==> src/rtl/signal_conditioner_pkg.sv <==
// Shared types and default sizing for the multi-channel signal conditioner.
package signal_conditioner_pkg;
  typedef enum logic {ST_STABLE, ST_PENDING} sc_state_e;

  localparam int DEF_NUM_CH      = 4;
  localparam int DEF_SYNC_STAGES = 2;
  localparam int DEF_CNT_W       = 8;
endpackage

==> src/rtl/sc_channel.sv <==
// One conditioner lane: synchroniser, stable-cycle counter, debounce FSM,
// registered edge pulses and a sticky glitch flag.
module sc_channel
  import signal_conditioner_pkg::*;
#(
  parameter int   SYNC_STAGES = DEF_SYNC_STAGES,
  parameter int   CNT_W       = DEF_CNT_W,
  parameter logic RESET_VAL   = 1'b0
) (
  input  logic             clk,
  input  logic             reset_n,
  input  logic             enable,
  input  logic [CNT_W-1:0] stable_cycles,
  input  logic             noisy_in,
  input  logic             glitch_clr,
  output logic             clean_out,
  output logic             rise_pulse,
  output logic             fall_pulse,
  output logic             glitch_flag
);
  logic [SYNC_STAGES-1:0] sync_q;
  logic [CNT_W-1:0]       cnt;
  logic [CNT_W-1:0]       n_eff;
  logic [CNT_W:0]         cnt_inc;
  sc_state_e              state;
  logic                   sync;
  logic                   differs;
  logic                   commit;
  logic                   glitch_set;

  assign sync    = sync_q[SYNC_STAGES-1];
  assign differs = sync != clean_out;
  // A zero threshold behaves like one so every change still costs a cycle.
  assign n_eff   = (stable_cycles == '0) ? CNT_W'(1) : stable_cycles;
  // One extra bit so cnt+1 cannot wrap before the compare.
  assign cnt_inc = {1'b0, cnt} + (CNT_W+1)'(1);
  assign commit  = cnt_inc >= {1'b0, n_eff};

  // A pending change abandoned by the input returning to the clean level.
  assign glitch_set = enable && !differs && (state == ST_PENDING);

  always_ff @(posedge clk or negedge reset_n) begin
    if (!reset_n) begin
      sync_q <= {SYNC_STAGES{RESET_VAL}};
    end else begin
      sync_q <= {sync_q[SYNC_STAGES-2:0], noisy_in};
    end
  end

  always_ff @(posedge clk or negedge reset_n) begin
    if (!reset_n) begin
      cnt         <= '0;
      state       <= ST_STABLE;
      clean_out   <= RESET_VAL;
      rise_pulse  <= 1'b0;
      fall_pulse  <= 1'b0;
      glitch_flag <= 1'b0;
    end else begin
      rise_pulse  <= 1'b0;
      fall_pulse  <= 1'b0;
      glitch_flag <= glitch_set | (glitch_flag & ~glitch_clr);
      if (!enable || !differs) begin
        cnt   <= '0;
        state <= ST_STABLE;
      end else if (commit) begin
        clean_out  <= sync;
        rise_pulse <= sync;
        fall_pulse <= ~sync;
        cnt        <= '0;
        state      <= ST_STABLE;
      end else begin
        cnt   <= cnt_inc[CNT_W-1:0];
        state <= ST_PENDING;
      end
    end
  end
endmodule

==> src/rtl/signal_conditioner_mc.sv <==
// NUM_CH independent debounce lanes sharing enable and the stable-cycle threshold.
module signal_conditioner_mc
  import signal_conditioner_pkg::*;
#(
  parameter int   NUM_CH      = DEF_NUM_CH,
  parameter int   SYNC_STAGES = DEF_SYNC_STAGES,
  parameter int   CNT_W       = DEF_CNT_W,
  parameter logic RESET_VAL   = 1'b0
) (
  input  logic              clk,
  input  logic              reset_n,
  input  logic              enable,
  input  logic [CNT_W-1:0]  stable_cycles,
  input  logic [NUM_CH-1:0] noisy_in,
  input  logic [NUM_CH-1:0] glitch_clr,
  output logic [NUM_CH-1:0] clean_out,
  output logic [NUM_CH-1:0] rise_pulse,
  output logic [NUM_CH-1:0] fall_pulse,
  output logic [NUM_CH-1:0] glitch_flag
);
  for (genvar i = 0; i < NUM_CH; i++) begin : g_ch
    sc_channel #(
      .SYNC_STAGES (SYNC_STAGES),
      .CNT_W       (CNT_W),
      .RESET_VAL   (RESET_VAL)
    ) u_ch (
      .clk           (clk),
      .reset_n       (reset_n),
      .enable        (enable),
      .stable_cycles (stable_cycles),
      .noisy_in      (noisy_in[i]),
      .glitch_clr    (glitch_clr[i]),
      .clean_out     (clean_out[i]),
      .rise_pulse    (rise_pulse[i]),
      .fall_pulse    (fall_pulse[i]),
      .glitch_flag   (glitch_flag[i])
    );
  end
endmodule

==> config.mk <==
export PLATFORM = sky130hd
export DESIGN_NAME = signal_conditioner_mc
export DESIGN_NICKNAME = d
export VERILOG_FILES = /design/src/rtl/signal_conditioner_pkg.sv /design/src/rtl/sc_channel.sv /design/src/rtl/signal_conditioner_mc.sv
export SDC_FILE = /design/constraint.sdc
export NUM_CORES = 1
export LEC_CHECK = 0
export BUFFER_PORTS_ARGS = -buffer_cell sky130_fd_sc_hd__buf_2
export CORE_MARGIN = 2
export CORE_UTILIZATION = 45
export DETAILED_ROUTE_END_ITERATION = 10
export PLACE_DENSITY = 0.68
export SLEW_MARGIN = 15
export SYNTH_ARGS = -nofsm -noshare
export SYNTH_HDL_FRONTEND = slang
export SYNTH_SLANG_ARGS = --single-unit
==> constraint.sdc <==
create_clock -name clk -period 4.8 [get_ports clk]
set_input_delay 0.96 -clock clk [delete_from_list [all_inputs] [get_ports clk]]
set_output_delay 0.96 -clock clk [all_outputs]
set_load 0.02 [all_outputs]
==> metrics.md <==
| Metric | Value |
|---|---|
| Clk_skew | `6.965 ps` |
| Worst Path Required | `slightly above 5000 ps` |
| Final #Nets | `between 400 and 500` |
| Vias per cell | `around 5.2` |
| Fin area | `between 3000 and 4000 um^2` |
| R2R setup slack | `approximately 2000 ps` |
| Max Slew Vio Count | `0` |
| Clk sink count | `60` |
| Adder-cell share of the synthesized area | `0.1062` |
| Synth unique cells | `55` |
| Syn Nets | `374` |
| # Max-Cap Violations | `0` |
| Run status | `finished clean` |
| DRC | `0` |
| Post-CTS Setup Bufs | `0` |
| TritonCTS buffer count | `9` |
| Register area share after synthesis | `0.4396` |
| Endpoints failing hold | `0` |
| Dpl cell area | `~3600 um^2` |
| CTS HTree Levels | `3` |
| Worst hold endpoint | `g_ch[2].u_ch.sync_q[1]` |
| First-pass GRT wire length | `between 10 and 15 mm` |
| Largest net degree at the start of global routing | `~60` |
| Hold_buf cts | `0` |
| Pleak | `1.911 nW` |
| Setup-failing EPs final | `0` |
| Initial antenna violation count | `0` |
| PostCTS Resize Cnt | `0` |
| R2R cell count | `10` |
| Post-Syn Area | `about 3400 um^2` |
| Final Wtd Congestion | `~0.80` |
| R2R Path Start | `g_ch[2].u_ch.cnt[0]` |
| Core box area | `between 7000 and 8000 um^2` |
| Multi-input gate area | `about 1700 um^2` |
| Area Growth Syn to Fin | `10.92%` |
| Register Area | `around 1500 um^2` |
| RSZ-0062 raised after global routing | `false` |
| Worst path bufs/invs | `1` |
| EDFF count, synth | `0` |
| Worst hold start | `g_ch[2].u_ch.sync_q[0]` |
| Ant diodes | `0` |
| Ratio of cells with drive above 1 in the final layout | `0.1866` |
| Worst-path fanout max | `7` |
| Die Area | `between 8000 and 9000 um^2` |
| CTS tree | `done` |
| Mux cell area share after synthesis | `0.01099` |
| Synth Area in Compound Gates | `0.1260` |
| Io pins | `35` |
| FP Rows | `31` |
| FF-to-FF End | `g_ch[2].u_ch.cnt[6]` |
| Slowest stage delay, CP | `480 ps` |
| # port buffers | `34` |
| Vias in the first global route | `roughly 2400` |
| Dominant synthesized flop cell | `dfrtp_1` |
| Ys Warns | `0` |
| Worst-Skew Late Latency | `about 340 ps` |
| VDD IR max | `146.8 uV` |
| GRT Residual Overflow | `0` |
| Worst Hold Class | `reg2reg` |
| Initial Utilization | `0.4684` |
| Routed Antenna Nets | `0` |
| Final WL | `approximately 6.2 mm` |
| Yosys reg bits | `60` |
| Synthesized area per cell | `between 10 and 15 um^2` |
| GRT Total Usage | `0.1668` |
| Crit-path leading delay family | `compound AO/OA/AOI/OAI gates` |
| Max-Slew Margin vs Limit | `0.5063` |
| Total Neg Setup Slack | `0 ps` |
| Root cell of the clock tree | `clkbuf_8` |
| Slowest CP cell | `o41ai_4` |
| Die H | `91.13 um` |
| Maximum clock path buffer count | `2` |
| Worst-path cell chain | `buf_2 -> nor3_1 -> a41o_1 -> ha_1 -> nand2b_1 -> a21oi_1 -> a211oi_1 -> o41ai_4 -> nor2_2 -> mux2_4` |
| DP HPWL | `4.627 mm` |
| PnR worst setup slack | `roughly 1900 ps` |
| Pre-antenna DRT Iters | `4` |
| Fillers | `694` |
| Fmax | `343.6 MHz` |
| Critical Path Start Type | `primary input` |
| DR WL/cell | `between 10 and 15 um` |
| Cells after synthesis | `326` |
| Hold path depth | `0` |
| 1st-iter DRT viols | `84` |
| Post-Place Setup Slack | `between 1500 and 2000 ps` |
| Die Wd | `between 90 and 100 um` |
| CTS clk-pin slew, worst paths | `around 60 ps` |
| Final period util | `0.6063` |
| Min cycle time layout | `2910 ps` |
| Crit path kind | `in2reg` |
| WP data arrival | `between 3000 and 4000 ps` |
| Main combinational cell family by area after synthesis | `simple AND/OR/NAND/NOR gates` |
| Post-Synth Simple-Gate Area | `0.1813` |
| Post-layout util | `0.5196` |
| CP Capture Type | `register` |
| Fraction of registers with async set/reset | `1.000` |
| Total power divided by cell area | `roughly 290 nW/um^2` |
| Worst Tran Pin Value | `roughly 740 ps` |
| Vias | `between 2000 and 2500` |
| XOR/XNOR share of the synthesized area | `0.07326` |
[metrics by stage]
step           cells  total power [mW]  hold slack, ps
6_report         458             1.095           347.1
3_5_place_dp     442            0.6518           334.7
3_3_place_gp     442            0.6482           332.9
4_1_cts          458             1.117           350.0
2_1_floorplan    326            0.6142           331.2
5_1_grt          458             1.154           357.7
[state kept, by name (all words and copies together) (netlist names)]
signal / count
g_ch.u_ch.state: 4
g_ch.u_ch.rise_pulse: 4
g_ch.u_ch.clean_out: 4
g_ch.u_ch.glitch_flag: 4
g_ch.u_ch.sync_q: 8
g_ch.u_ch.fall_pulse: 4
g_ch.u_ch.cnt: 32
[cell usage in the layout, fill, tap and decap left out, types with 11 or more instances in the layout]
cell type and n:
dfrtp_1 60, buf_2 34, ha_1 29, inv_1 22, nand3_1 19, nor2b_1 19, nand2_1 18, nor2_1 18
xnor2_1 16, a21oi_1 11, clkbuf_8 11
[cells in the mapped netlist, drive strengths merged (7+ instances only)]
cell | count | area (um^2)
a21oi | 13 | 80.08
a211oi | 8 | 65.06
and3 | 7 | 43.79
inv | 22 | 82.58
nor2 | 20 | 80.07
nor2b | 19 | 118.9
xor2 | 10 | 87.58
nand2 | 18 | 67.56
dfrtp | 60 | 1501
ha | 29 | 362.9
xnor2 | 16 | 140.1
buf | 17 | 127.6
nand3 | 21 | 122.6
[layer usage]
| metal | up-vias | routed length [um] | global-route usage |
|---|---|---|---|
| li1 | 1189 | - | - |
| met1 | 1138 | 2917 | 0.2178 |
| met2 | 41 | 2937 | 0.2611 |
| met3 | 11 | 272 | 0.04979 |
| met4 | 0 | 96 | 0.06439 |
| met5 | - | 0 | 0 |
[worst max path at each step]
| stage | start | cells after the start | slack [ps] | endpoint |
|---|---|---|---|---|
| floorplan | stable_cycles[1] | 9 | 1840 | g_ch[1].u_ch.clean_out |
| global placement | stable_cycles[6] | 10 | 1580 | g_ch[1].u_ch.clean_out |
| detailed placement | stable_cycles[5] | 10 | 1540 | g_ch[2].u_ch.cnt[6] |
| CTS | stable_cycles[5] | 10 | 1900 | g_ch[1].u_ch.clean_out |
| global route | stable_cycles[6] | 10 | 1700 | g_ch[2].u_ch.cnt[4] |
| finish | stable_cycles[2] | 10 | 1890 | g_ch[1].u_ch.clean_out |
[kinds of logic after synthesis]
group | Yosys count
adder cells (fa/ha/maj) | 29
AND/OR/NAND/NOR | 114
buffers and inverters | 40
multiplexers | 3
AO/OA/AOI/OAI | 53
XOR/XNOR | 27
flip-flops | 60
[power by group]
group / leakage (nW) / internal, mW / switching, mW
combinational: 1.01 / 0.0403 / 0.0667
clock: 0.102 / 0.266 / 0.189
sequential: 0.802 / 0.521 / 0.0121
[cell type report]
type | instances | share of cell area
inverters | 22 | 0.02180
multi-input cells | 226 | 0.4488
flip-flops and latches | 60 | 0.3963
well taps | 99 | 0.03269
repair buffers | 35 | 0.04690
clock inverters | 4 | 0.01255
clock buffers | 12 | 0.04095
Note: power is estimated with default switching activity, not from simulation.
